## config.mk

```make
export PLATFORM = sky130hd
export DESIGN_NAME = run_sequencer_flat
export DESIGN_NICKNAME = d
export VERILOG_FILES = /design/src/rtl/run_sequencer_pkg.sv /design/src/rtl/run_sequencer_if.sv /design/src/rtl/run_sequencer_key_sync.sv /design/src/rtl/run_sequencer.sv /design/src/flat_wrapper.sv
export SDC_FILE = /design/constraint.sdc
export NUM_CORES = 1
export LEC_CHECK = 0
export BUFFER_PORTS_ARGS = -buffer_cell sky130_fd_sc_hd__buf_2
export CAP_MARGIN = 20
export CELL_PAD_IN_SITES_DETAIL_PLACEMENT = 0
export CELL_PAD_IN_SITES_GLOBAL_PLACEMENT = 1
export CORE_ASPECT_RATIO = 1.5
export CORE_UTILIZATION = 46
export CTS_CLUSTER_DIAMETER = 40
export DETAILED_ROUTE_END_ITERATION = 7
export GPL_ROUTABILITY_DRIVEN = 0
export PLACE_DENSITY_LB_ADDON = 0.15
export SLEW_MARGIN = 25
export SYNTH_ARGS = -nofsm -noshare
export SYNTH_HDL_FRONTEND = slang
export SYNTH_SLANG_ARGS = --single-unit
```

## constraint.sdc

```tcl
create_clock -name clk -period 2.97 [get_ports clk]
set_input_delay 0 -clock clk [delete_from_list [all_inputs] [get_ports clk]]
set_output_delay 0 -clock clk [all_outputs]
set_load 0.05 [all_outputs]
```

## src/rtl/run_sequencer_pkg.sv

```systemverilog
// Shared types and constants for the run sequencer: state encoding, LED patterns,
// engine result width.
package run_sequencer_pkg;

    localparam int RES_W = 4;
    localparam int LED_W = 10;

    localparam logic [RES_W-1:0] MAX_DIGIT = 4'd9;

    localparam logic [LED_W-1:0] LED_IDLE  = 10'b0000000001;
    localparam logic [LED_W-1:0] LED_BUSY  = 10'b1000000001;
    localparam logic [LED_W-1:0] LED_ERROR = 10'b1111111111;

    typedef enum logic [2:0] {
        ST_IDLE  = 3'd0,
        ST_START = 3'd1,
        ST_RUN   = 3'd2,
        ST_SHOW  = 3'd3,
        ST_ERROR = 3'd4
    } state_e;

    // One-hot display of a digit; digits above 9 show nothing.
    function automatic logic [LED_W-1:0] led_onehot(input logic [RES_W-1:0] d);
        logic [LED_W-1:0] v;
        v = '0;
        if (d <= MAX_DIGIT) v = LED_W'(1) << d;
        return v;
    endfunction

endpackage

```

## src/rtl/run_sequencer_if.sv

```systemverilog
// Start/done handshake between the run sequencer (master) and the neural engine (slave).
interface run_sequencer_if;
    import run_sequencer_pkg::*;

    logic             eng_start;
    logic             eng_done;
    logic [RES_W-1:0] eng_result;

    modport master (output eng_start, input eng_done, input eng_result);
    modport slave  (input eng_start, output eng_done, output eng_result);

endinterface

```

## src/rtl/run_sequencer_key_sync.sv

```systemverilog
// Key synchronizer and falling-edge (press) detector. Presses are only recognised
// once a genuine released level has been sampled after reset.
module key_sync #(
    parameter int SYNC_STAGES = 2
) (
    input  logic clk,
    input  logic reset_n,
    input  logic key_i,
    output logic press_o
);

    logic [SYNC_STAGES-1:0] sync_q;
    logic [SYNC_STAGES-1:0] vld_q;
    logic                   prev_q;
    logic                   armed_q;
    logic                   key_s;

    assign key_s = sync_q[SYNC_STAGES-1];

    // vld_q marks when sync output stops reflecting the reset value, so a key
    // held through reset release can never look like a 1->0 transition.
    always_ff @(posedge clk or negedge reset_n) begin
        if (!reset_n) begin
            sync_q  <= '1;
            vld_q   <= '0;
            prev_q  <= 1'b1;
            armed_q <= 1'b0;
        end else begin
            sync_q <= {sync_q[SYNC_STAGES-2:0], key_i};
            vld_q  <= {vld_q[SYNC_STAGES-2:0], 1'b1};
            prev_q <= key_s;
            if (vld_q[SYNC_STAGES-1] && key_s) armed_q <= 1'b1;
        end
    end

    assign press_o = armed_q & prev_q & ~key_s;

endmodule

```

## src/rtl/run_sequencer.sv

```systemverilog
// Push-button driven run sequencer: starts the engine, waits for its result with a
// timeout, and shows the classified digit (or an error pattern) on the LEDs.
module run_sequencer
    import run_sequencer_pkg::*;
#(
    parameter int TIMEOUT_CYCLES = 50_000_000,
    parameter int SYNC_STAGES    = 2
) (
    input  logic               clk,
    input  logic               reset_n,
    input  logic               clean_key,
    run_sequencer_if.master    eng,
    output logic [LED_W-1:0]   led,
    output logic               busy,
    output logic               error
);

    localparam int CNT_W = (TIMEOUT_CYCLES > 1) ? $clog2(TIMEOUT_CYCLES) : 1;
    localparam logic [CNT_W-1:0] CNT_LAST = CNT_W'(TIMEOUT_CYCLES - 1);

    state_e           state_q, state_d;
    logic [CNT_W-1:0] cnt_q, cnt_d;
    logic [RES_W-1:0] digit_q, digit_d;
    logic [LED_W-1:0] led_d;
    logic             press;

    key_sync #(.SYNC_STAGES(SYNC_STAGES)) u_key_sync (
        .clk     (clk),
        .reset_n (reset_n),
        .key_i   (clean_key),
        .press_o (press)
    );

    always_comb begin
        state_d = state_q;
        cnt_d   = cnt_q;
        digit_d = digit_q;
        case (state_q)
            ST_IDLE:  if (press) state_d = ST_START;
            ST_START: begin
                state_d = ST_RUN;
                cnt_d   = '0;
            end
            ST_RUN: begin
                if (cnt_q != CNT_LAST) cnt_d = cnt_q + 1'b1;
                // A completion on the last allowed cycle still beats the timeout.
                if (eng.eng_done) begin
                    digit_d = eng.eng_result;
                    state_d = (eng.eng_result > MAX_DIGIT) ? ST_ERROR : ST_SHOW;
                end else if (cnt_q == CNT_LAST) begin
                    state_d = ST_ERROR;
                end
            end
            ST_SHOW:  if (press) state_d = ST_START;
            ST_ERROR: if (press) state_d = ST_IDLE;
            default:  state_d = ST_IDLE;
        endcase
    end

    always_comb begin
        led_d = LED_IDLE;
        case (state_d)
            ST_START, ST_RUN: led_d = LED_BUSY;
            ST_SHOW:          led_d = led_onehot(digit_d);
            ST_ERROR:         led_d = LED_ERROR;
            default:          led_d = LED_IDLE;
        endcase
    end

    // Outputs are registered from the next state so they line up with the state register.
    always_ff @(posedge clk or negedge reset_n) begin
        if (!reset_n) begin
            state_q       <= ST_IDLE;
            cnt_q         <= '0;
            digit_q       <= '0;
            led           <= LED_IDLE;
            busy          <= 1'b0;
            error         <= 1'b0;
            eng.eng_start <= 1'b0;
        end else begin
            state_q       <= state_d;
            cnt_q         <= cnt_d;
            digit_q       <= digit_d;
            led           <= led_d;
            busy          <= (state_d == ST_START) || (state_d == ST_RUN);
            error         <= (state_d == ST_ERROR);
            eng.eng_start <= (state_d == ST_START);
        end
    end

endmodule

```

## src/flat_wrapper.sv

```systemverilog
// flat-port wrapper written by rule: the top's interface ports become plain ports
module run_sequencer_flat import run_sequencer_pkg::*;
#(
    parameter int TIMEOUT_CYCLES = 50_000_000,
    parameter int SYNC_STAGES    = 2
)
  (clk, reset_n, clean_key, led, busy, error, eng_eng_start, eng_eng_done, eng_eng_result);
  run_sequencer_if eng_i ();
  input  logic clk;
  input  logic reset_n;
  input  logic clean_key;
  output logic [LED_W-1:0] led;
  output logic busy;
  output logic error;
  output wire logic [$bits(eng_i.eng_start)-1:0] eng_eng_start;
  input wire logic [$bits(eng_i.eng_done)-1:0] eng_eng_done;
  input wire logic [$bits(eng_i.eng_result)-1:0] eng_eng_result;
  assign eng_eng_start = eng_i.eng_start;
  assign eng_i.eng_done = eng_eng_done;
  assign eng_i.eng_result = eng_eng_result;
  run_sequencer #(.TIMEOUT_CYCLES(TIMEOUT_CYCLES), .SYNC_STAGES(SYNC_STAGES)) u_core (.clk(clk), .reset_n(reset_n), .clean_key(clean_key), .eng(eng_i), .led(led), .busy(busy), .error(error));
endmodule
```

==> results.tsv <==
stage	metric	value	unit
outcome	outcome	completed	
clock_network	clk_pin_slew_worst_paths	100	ps
critical_path	r2r-start	u_core.cnt_q[7]	
critical_path	crit_chain	or4_1 > or4_4 > nor2_1 > o21ai_1 > o21ai_0	
yosys	synthArstFlopShare	100.0	%
place	portBuffers	20	
cells_and_area	drive_gt1_share	18.28	%
global_routing	grt-ovfl-total	0	
power_and_ir_drop	p_per_area	774.9	nW/um2
clock_network	clock_sinks	52	
clock_network	cts_setup_buffers	0	
critical_path	max_stage_delay	590	ps
critical_path	cp_max_fo	11	
drt	vias	1922	
floorplan	core-area	5205	um2
cells_and_area	instances_no_fill	347	
yosys	syn-cell-area	2520	um2
yosys	syn_area_per_cell	10.00	um2
yosys	ys_seq_area_share	51.84	%
timing	finalCritPeriodShare	82.67	%
yosys	synth_top_cell_area_share	47.67	%
drt	wirelength	5215	um
cells_and_area	n_antenna_cell	0	
yosys	syn_inst	252	
cells_and_area	syn2layout_area_growth	13.01	%
yosys	synth-main-ff-cell	dfrtp_1	
critical_path	cp.required	3210	ps
clock_network	tritoncts	done	
yosys	syn_nets	261	
floorplan	std_cell_rows	32	
yosys	ys_seq_elements	52	
drt	ant_nets	0	
global_routing	grt_pass1_wl	9156	um
critical_path	rr_worst_depth	5	
cells_and_area	final_nets	287	
critical_path	crit_family	simple AND/OR/NAND/NOR gates	
global_routing	grt_max_degree	34	
clock_network	cts-root-buf	clkbuf_8	
place	dp_hpwl	3896	um
timing	whs	33.62	ps
yosys	yosysMostFrequentCell	dfrtp_1	
timing	worst_slew_pin_slew	740.7	ps
drt	viasPerCell	5.539	
drt	drc_errors	0	
yosys	yosysTopAreaCell	dfrtp_1	
yosys	netlist_top_cells_count	48 x dfrtp_1, 25 x nor2_1, 18 x nand2_1	
drt	drt_first_pass_iters	4	
yosys	ys_warn_count	0	
timing	rsz0062_at_grt	false	
power_and_ir_drop	ir_worst_vdd	0.4739	mV
critical_path	r2r_slack	510	ps
clock_network	clk_path_buf_depth	2	
critical_path	reg2reg_to	u_core.led[2]	
flow_run	drv_cap	0	
floorplan	boundaryPins	21	
timing	finClkSkew	9.625	ps
timing	finalCriticalPeriod	2455	ps
critical_path	cp_slowest_cell	or4_4	
place	place_inst	335	
critical_path	critPathArrivalTime	2700	ps
yosys	ys_types	53	
floorplan	die_w	62.43	um
critical_path	end_kind	flop	
hold_path	min_to	u_core.digit_q[1]	
hold_path	hold_class	primary input to flop	
critical_path	start_kind	flop	
yosys	synth.area.top_cells	dfrtp_1 48%, dfstp_2 4.2%, xor2_1 3.8%	
clock_network	h-tree-depth	2	
cells_and_area	fillers	493	
timing	relSlewSlack	50.62	%
yosys	synth_edf_count	0	
global_routing	first_global_vias	1981	
drt	routedWlPerCell	15.03	um
hold_path	holdPathStages	2	
timing	drv_slew	0	
critical_path	cp_num_buf_inv	0	
floorplan	initial_core_util	48.41	%
global_routing	grt_usage	20.14	%
timing	setup_violations	0	
drt	drtIter0Drc	49	
global_routing	antenna_found_initial	0	
timing	hold_viol	0	
clock_network	clk_latency	310	ps
clock_network	cts-buffers-inserted	5	
critical_path	path_class	flop to flop	
floorplan	die_h	92.65	um
hold_path	hp-start	eng_eng_result[1]	
timing	fmax	0.4073	GHz
timing	timing.setup.tns	0	ps
floorplan	dieArea	5784	um2
power_and_ir_drop	p_leak	1.233	nW
-- cells by family after synthesis --
kind of cell / share of synthesized area, %
adder cells (fa/ha/maj): 0.4964
AO/OA/AOI/OAI: 12.41
XOR/XNOR: 5.561
multiplexers: 2.333
other: 0.1488
AND/OR/NAND/NOR: 23.73
flip-flops: 51.84
buffers and inverters: 3.476
-- worst max path at each step --
stage | start | endpoint | cells past startpoint
floorplan | u_core.cnt_q[7] | u_core.cnt_q[25] | 6
global route | u_core.cnt_q[7] | u_core.led[1] | 5
detailed placement | u_core.cnt_q[7] | u_core.led[2] | 5
global placement | u_core.cnt_q[7] | u_core.led[7] | 5
CTS | u_core.cnt_q[7] | u_core.led[2] | 5
finish | u_core.cnt_q[7] | u_core.led[2] | 5
-- through the flow --
stage | util, % | instance area, um2 | worst slack, ps | power, mW
after CTS | 54.71 | 2848 | 514.1 | 2.232
after global routing | 54.71 | 2848 | 316.2 | 2.336
after global placement | 51.66 | 2689 | 578.1 | 1.708
after floorplan | - | 2520 | 623.0 | 1.501
final | 54.71 | 2848 | 514.8 | 2.207
after detailed placement | 51.66 | 2689 | 532.7 | 1.713
-- layer usage --
layer  GRT usage [%]  routed length [um]  vias up
met4           8.527                 147        0
li1                -                   -      950
met2           36.78                2799       29
met5               0                   0        -
met3           3.695                 119       13
met1           22.64                2149      930
-- what timing repair did --
action,CTS,global route
hold buffers,4,0
endpoints found under the hold margin,31,0
resized for setup,0,0
-- sequential cells by signal, summed over array words and instances (netlist names) --
register / count
u_core.busy: 1
u_core.cnt_q: 26
u_core.digit_q: 4
u_core.eng.eng_start: 1
u_core.error: 1
u_core.led: 10
u_core.state_q: 3
u_core.u_key_sync.armed_q: 1
u_core.u_key_sync.prev_q: 1
u_core.u_key_sync.sync_q: 2
u_core.u_key_sync.vld_q: 2
-- worst reg2reg max path, cell delays in order (launching register included) --
cell     delay [ps]
dfrtp_1         470
or4_1           550
or4_4           590
nor2_1          330
o21ai_1         290
o21ai_0         150
-- cell usage in the layout (no fill, tap or decap), types with 4 or more instances in the layout --
cell,n
nor2_1,25
nand4_1,12
clkbuf_8,5
dfstp_2,4
or3_1,6
o21ai_0,17
buf_2,20
nor3_1,7
nand2_1,18
nand3_1,8
dlygate4sd3_1,4
a21oi_1,7
nor3b_1,5
dfrtp_1,48
buf_4,4
xnor2_1,5
inv_1,11
xor2_1,11
o211ai_1,4
-- where the power goes --
group          total (mW)  internal, mW  switching [mW]
sequential          0.917         0.827          0.0906
clock               0.513         0.260           0.253
combinational       0.776         0.251           0.525
total                2.21          1.34           0.869
-- cell type report --
cell class / count / area [um2] / area share, %
sequential: 52 / 1306 / 45.87
tap: 68 / 85.08 / 2.988
clock inverter: 3 / 50.05 / 1.757
multi-input combinational: 180 / 1126 / 39.54
inverter: 11 / 41.29 / 1.450
clock buffer: 5 / 68.82 / 2.417
timing repair buffer: 28 / 170.2 / 5.975
(Power assumes the default switching activity.)
